===== src/rtl/spi_txn_arbiter.sv =====
// spi_txn_arbiter
//   Shares one SPI master byte engine among N_REQ requesters. Arbitration is
//   round-robin, and each grant carries exactly one byte. The arbiter inserts
//   an idle gap after every frame and aborts a frame that the engine does not
//   complete in time.
// Ports
//   clk, reset             clock, synchronous active-high reset
//   req / req_data         per-requester level request and tx byte ([8*i+7:8*i])
//   ack / err              one-cycle completion / abort pulse to the owner
//   rx_data                MISO byte, updated in the ack cycle and held
//   grant                  one-hot owner, high from START through WAIT_DONE
//   spi_start/spi_tx_data  start pulse and tx byte to the byte engine
//   spi_busy/spi_done/spi_rx_data  engine status, completion pulse, rx byte
module spi_txn_arbiter #(
  parameter int unsigned N_REQ      = 2,
  parameter int unsigned GAP_CYCLES = 4,
  parameter int unsigned TIMEOUT    = 4096
) (
  input  logic               clk,
  input  logic               reset,
  input  logic [N_REQ-1:0]   req,
  input  logic [N_REQ*8-1:0] req_data,
  output logic [N_REQ-1:0]   ack,
  output logic [N_REQ-1:0]   err,
  output logic [7:0]         rx_data,
  output logic [N_REQ-1:0]   grant,
  output logic               spi_start,
  output logic [7:0]         spi_tx_data,
  input  logic               spi_busy,
  input  logic               spi_done,
  input  logic [7:0]         spi_rx_data
);

  localparam int unsigned IW = (N_REQ > 1) ? $clog2(N_REQ) : 1;
  localparam int unsigned TW = $clog2(TIMEOUT) + 1;
  localparam int unsigned GW = $clog2(GAP_CYCLES + 1) + 1;

  typedef enum logic [1:0] {S_IDLE, S_START, S_WAIT_DONE, S_GAP} state_t;

  state_t state, state_nx;

  logic [IW-1:0]    rr_ptr, rr_ptr_nx;
  logic [IW-1:0]    win_idx;
  logic             win_found;
  logic [TW-1:0]    to_cnt, to_cnt_nx;
  logic [GW-1:0]    gap_cnt, gap_cnt_nx;
  logic             timeout_hit, gap_done;

  logic [N_REQ-1:0] ack_nx, err_nx, grant_nx;
  logic             start_nx;
  logic [7:0]       tx_nx, rx_nx;

  // Round-robin search: first requester at or after rr_ptr, wrapping around.
  always_comb begin
    int unsigned cand;
    win_found = 1'b0;
    win_idx   = '0;
    cand      = 0;
    for (int unsigned k = 0; k < N_REQ; k++) begin
      cand = 32'(rr_ptr) + k;
      if (cand >= N_REQ) cand = cand - N_REQ;
      if (!win_found && req[IW'(cand)]) begin
        win_found = 1'b1;
        win_idx   = IW'(cand);
      end
    end
  end

  // to_cnt counts WAIT_DONE cycles already spent. Expiry fires in the cycle
  // whose increment would bring it to TIMEOUT-1, so WAIT_DONE lasts at most
  // TIMEOUT-1 cycles and err lands TIMEOUT cycles after spi_start.
  assign timeout_hit = (to_cnt == TW'(TIMEOUT - 2));
  // GAP covers the ack/err cycle plus GAP_CYCLES further cycles.
  assign gap_done    = (gap_cnt == GW'(GAP_CYCLES));

  always_ff @(posedge clk) begin
    if (reset) state <= S_IDLE;
    else       state <= state_nx;
  end

  always_comb begin
    state_nx = state;
    unique case (state)
      S_IDLE:      if (win_found && !spi_busy) state_nx = S_START;
      S_START:     state_nx = S_WAIT_DONE;
      S_WAIT_DONE: if (spi_done || timeout_hit) state_nx = S_GAP;
      S_GAP:       if (gap_done) state_nx = S_IDLE;
      default:     state_nx = S_IDLE;
    endcase
  end

  always_comb begin
    ack_nx     = '0;
    err_nx     = '0;
    start_nx   = 1'b0;
    grant_nx   = grant;
    tx_nx      = spi_tx_data;
    rx_nx      = rx_data;
    rr_ptr_nx  = rr_ptr;
    to_cnt_nx  = to_cnt;
    gap_cnt_nx = gap_cnt;
    unique case (state)
      S_IDLE: begin
        if (win_found && !spi_busy) begin
          start_nx = 1'b1;
          for (int unsigned i = 0; i < N_REQ; i++) grant_nx[i] = (win_idx == IW'(i));
          tx_nx     = req_data[{win_idx, 3'b000} +: 8];
          rr_ptr_nx = (win_idx == IW'(N_REQ - 1)) ? '0 : win_idx + 1'b1;
        end
      end
      S_START: to_cnt_nx = '0;
      S_WAIT_DONE: begin
        // A done arriving in the expiry cycle takes priority over the abort.
        if (spi_done) begin
          ack_nx     = grant;
          rx_nx      = spi_rx_data;
          grant_nx   = '0;
          gap_cnt_nx = '0;
        end else if (timeout_hit) begin
          err_nx     = grant;
          grant_nx   = '0;
          gap_cnt_nx = '0;
        end else begin
          to_cnt_nx = to_cnt + 1'b1;
        end
      end
      S_GAP: if (!gap_done) gap_cnt_nx = gap_cnt + 1'b1;
      default: ;
    endcase
  end

  always_ff @(posedge clk) begin
    if (reset) begin
      ack         <= '0;
      err         <= '0;
      grant       <= '0;
      spi_start   <= 1'b0;
      spi_tx_data <= '0;
      rx_data     <= '0;
      rr_ptr      <= '0;
      to_cnt      <= '0;
      gap_cnt     <= '0;
    end else begin
      ack         <= ack_nx;
      err         <= err_nx;
      grant       <= grant_nx;
      spi_start   <= start_nx;
      spi_tx_data <= tx_nx;
      rx_data     <= rx_nx;
      rr_ptr      <= rr_ptr_nx;
      to_cnt      <= to_cnt_nx;
      gap_cnt     <= gap_cnt_nx;
    end
  end

endmodule


===== config.mk =====
export PLATFORM = sky130hd
export DESIGN_NAME = spi_txn_arbiter
export DESIGN_NICKNAME = d
export VERILOG_FILES = /design/src/rtl/spi_txn_arbiter.sv
export SDC_FILE = /design/constraint.sdc
export NUM_CORES = 1
export LEC_CHECK = 0
export CORE_MARGIN = 2
export CORE_UTILIZATION = 44
export DETAILED_ROUTE_END_ITERATION = 12
export GPL_TIMING_DRIVEN = 0
export PLACE_DENSITY = 0.81
export REMOVE_ABC_BUFFERS = 1
export SETUP_SLACK_MARGIN = 0.2
export SLEW_MARGIN = 30
export SYNTH_ARGS = -nofsm -noshare
export SYNTH_HDL_FRONTEND = slang
export SYNTH_SLANG_ARGS = --single-unit

===== constraint.sdc =====
create_clock -name clk -period 1.9 [get_ports clk]
set_input_delay 0.285 -clock clk [delete_from_list [all_inputs] [get_ports clk]]
set_output_delay 0.285 -clock clk [all_outputs]
set_load 0.02 [all_outputs]

==> summary.md <==
| Metric | Value |
|---|---|
| Post-synth top flop | dfxtp_1 |
| Final Core Density | between 60% and 70% |
| Critical path capture point type | register |
| Pin count of the biggest net entering global routing | 38 |
| Synth cell types | between 50 and 60 |
| Net total in the final layout | 359 |
| Unrepaired setup endpoints after global routing | yes |
| Worst R2R Path Depth | 6 |
| Post-Route Hold Slack | about 0.46 ns |
| Ratio of cells with drive above 1 in the final layout | approximately a quarter |
| GP Congestion | around 0.8 |
| Clock-pin slew on the worst setup and hold paths | around 0.090 ns |
| DIE WIDTH | 74.53 um |
| Vias per inst | approximately 5.8 |
| Total half-perimeter wirelength after legalization and detailed placement | 3497 um |
| IO buf count | 52 |
| TritonCTS Sinks | 43 |
| Number of buffers inserted by hold repair at cts | 0 |
| Register bit total from synthesis | 43 |
| CP bufs+invs | 1 |
| Number of stages on the worst hold path | 2 |
| Initial standard-cell utilization of the core | a little under half |
| Count of pins over their slew limit | 0 |
| Area of placed instances | 2744 um^2 |
| Pwr Density | 919.6 nW/um^2 |
| Share of async-settable or async-resettable flops after synthesis | 0% |
| Final std cell area, no fill | between 3000 and 4000 um^2 |
| Setup violation total in the final timing report | 7 |
| Count of cell instances traversed by the critical path | 6 |
| Worst hold-check path type | register to register |
| Data arrival time of the worst path | roughly 2.2 ns |
| Vias after detailed routing | about 2,200 |
| Total Power | about 3000 uW |
| Vertical extent of the die | between 70 and 80 um |
| Deepest clock path buffer count | 2 |
| Full die area | 5554 um^2 |
| Gate Count Post-Synth | about 250 |
| Fmax | just over 500 MHz |
| Data required time of the critical path | about 2.1 ns |
| DRC violations left | 0 |
| Cell family with most CP delay | simple AND/OR/NAND/NOR gates |
| Static leakage power | roughly 0.0012 uW |
| Tot GR Track Use | between 20 and 25% |
| Sequential area share after synthesis | about two fifths |
| Slowest CP cell | or4_4 |
| Nature of the critical path startpoint | register |
| Antenna Diode Count | 0 |
| Worst relative slew slack | roughly 48% |
| Flop-to-flop setup slack | -0.06 ns |
| Num rows | 25 |
| Pre-CTS setup slack | -0.8698 ns |
| Latest clock arrival within the worst-skew pair | about 0.30 ns |
| PnR worst setup slack | -0.05908 ns |
| Violated checks | setup timing |
| I/O Pins | 53 |
| Max-cap violations | 0 |
| EDFF count, synth | 0 |
| Total length of routed wires | 6236 um |
| Post-Synthesis Cell Area | around 2200 um^2 |
| Count of yosys warnings during synthesis | 0 |
| Final period utilization | 103.1% |
| Violation count after the first detailed-route iteration | roughly 230 |
| Post-Route Skew | about 0.0052 ns |
| Number of global-route vias before repair | around 2,000 |
| Clock tree from TritonCTS | built |
| Top cell type's share of synthesized area | roughly two fifths |
| Residual overflow from global routing | 0 |
| Maximum fanout along the worst path | 7 |
| Top cells by area, synth | dfxtp_1, ha_1, nand2_1, mux2i_1, a21oi_1 |
| Run status | complete, but fails checks |
| Cts bufs inserted | 5 |
| Delay of the slowest critical-path stage | between 0.5 and 0.6 ns |
| Crit-path cells | inv_4 -> ha_4 -> nand4b_1 -> or4_4 -> a21o_1 -> a311oi_2 |
| Syn Area/Cell | 8.824 um^2 |
| Global-route wire length before repair | 9004 um |
| Post-route antenna net violation count | 0 |
| Routed len/inst | roughly 16 um |
| Initial antenna violation count | 0 |
| Detailed-router iteration count before antenna repair | 4 |
| Cell type with the largest total area after synthesis | dfxtp_1 |
| Layout overhead on the synthesized area | 48.71% |
| Shortest clock period the worst path allows after layout | about 2.0 ns |
| Cell at the root of the clock tree | clkbuf_8 |
| Tightest Pin Transition | between 0.7 and 0.8 ns |
| Worst supply voltage drop on vdd | between 0.6 and 0.7 mV |
| Final number of hold-violating endpoints | 0 |
| Area of the placeable core | around 4800 um^2 |
| Kind of critical path | register to register |
| Maximum level of the CTS H-tree | 2 |
## path summary, 6_finish.rpt
kind                                  from          to
worst max-delay path             to_cnt[0]   to_cnt[2]
worst max register to register   to_cnt[0]   to_cnt[2]
worst min-delay path            rx_data[2]  rx_data[2]
worst min register to register  rx_data[2]  rx_data[2]
## state kept, by name, indices dropped and copies added, names as in the netlist
register     count
grant            2
rr_ptr           1
spi_tx_data      8
ack              2
rx_data          8
err              2
spi_start        1
state            2
to_cnt          13
gap_cnt          4
## logic make-up (layout without fill, tap and decap cells)
group                      after synthesis  after routing  synth area share [%]
muxes                                    8              8                 3.659
and+or+nand+nor                         88             89                 21.33
AOI/OAI and AO/OA                       76             76                 25.96
adders and majority gates                9              9                 5.146
DFF                                     43             43                 39.34
buffers and inverters                   24             96                 4.574
## final cells by class
| class | instances | area (um^2) |
|---|---|---|
| Clock inverter | 3 | 23.77 |
| Multi-Input combinational cell | 182 | 1423 |
| Fill cell | 372 | 1500 |
| Inverter | 11 | 43.79 |
| Tap cell | 67 | 83.83 |
| Clock buffer | 5 | 68.82 |
| Timing Repair Buffer | 77 | 737.0 |
| Sequential cell | 43 | 874.6 |
## cells in the final DEF (no fill, tap or decap), types with 6 or more instances in the layout
cell type / n
ha_1: 6
buf_4: 16
dfxtp_1: 36
o21ai_0: 6
nor2_1: 17
a211oi_1: 8
o211a_1: 6
clkdlybuf4s50_1: 51
inv_1: 9
mux2i_1: 8
a21oi_1: 13
nand2_1: 26
buf_6: 9
nand4_1: 6
## cells in the mapped netlist, types with 7 or more instances
master / n
mux2i_1: 8
o21ai_0: 8
nand3_1: 7
ha_1: 9
a21oi_1: 14
dfxtp_1: 43
clkbuf_1: 8
nor2_1: 18
a211oi_1: 8
nand2_1: 27
inv_1: 11
## metrics by stage
stage / TNS, ns / instances
global placement: -26.99 / 354
CTS: 0 / 380
floorplan: -5.169 / 235
detailed placement: -11.93 / 354
finish: -0.1977 / 388
global route: -0.7098 / 388
## metal layers
layer  share of wire [%]  vias up  wire, um  GRT usage, %
li1                    -     1080         -             -
met1                  43     1052      2678         27.25
met2                  50       97      3097         33.04
met3                 5.9       15       365         4.607
met4                 1.5        0        94         7.738
met5                   0        -         0             0
## what timing repair did
action / 4_1_cts / 5_1_grt
setup endpoints to repair: 40 / 24
buffers inserted: 17 / 7
pin swaps: 19 / 13
resized for setup: 40 / 18
gates cloned: 1 / 1
## report_power, final
part | leakage, uW | switching, uW | internal (uW) | total, uW
clock network | 0.0000408 | 349 | 263 | 612
logic | 0.000839 | 712 | 554 | 1270
registers | 0.000353 | 87.9 | 1030 | 1120
## worst register-to-register path, cell delays in order (launching register included)
cell and delay (ns):
dfxtp_4 0.36, inv_4 0.06, ha_4 0.13, nand4b_1 0.22
or4_4 0.56, a21o_1 0.28, a311oi_2 0.27
(Power assumes the default switching activity.)
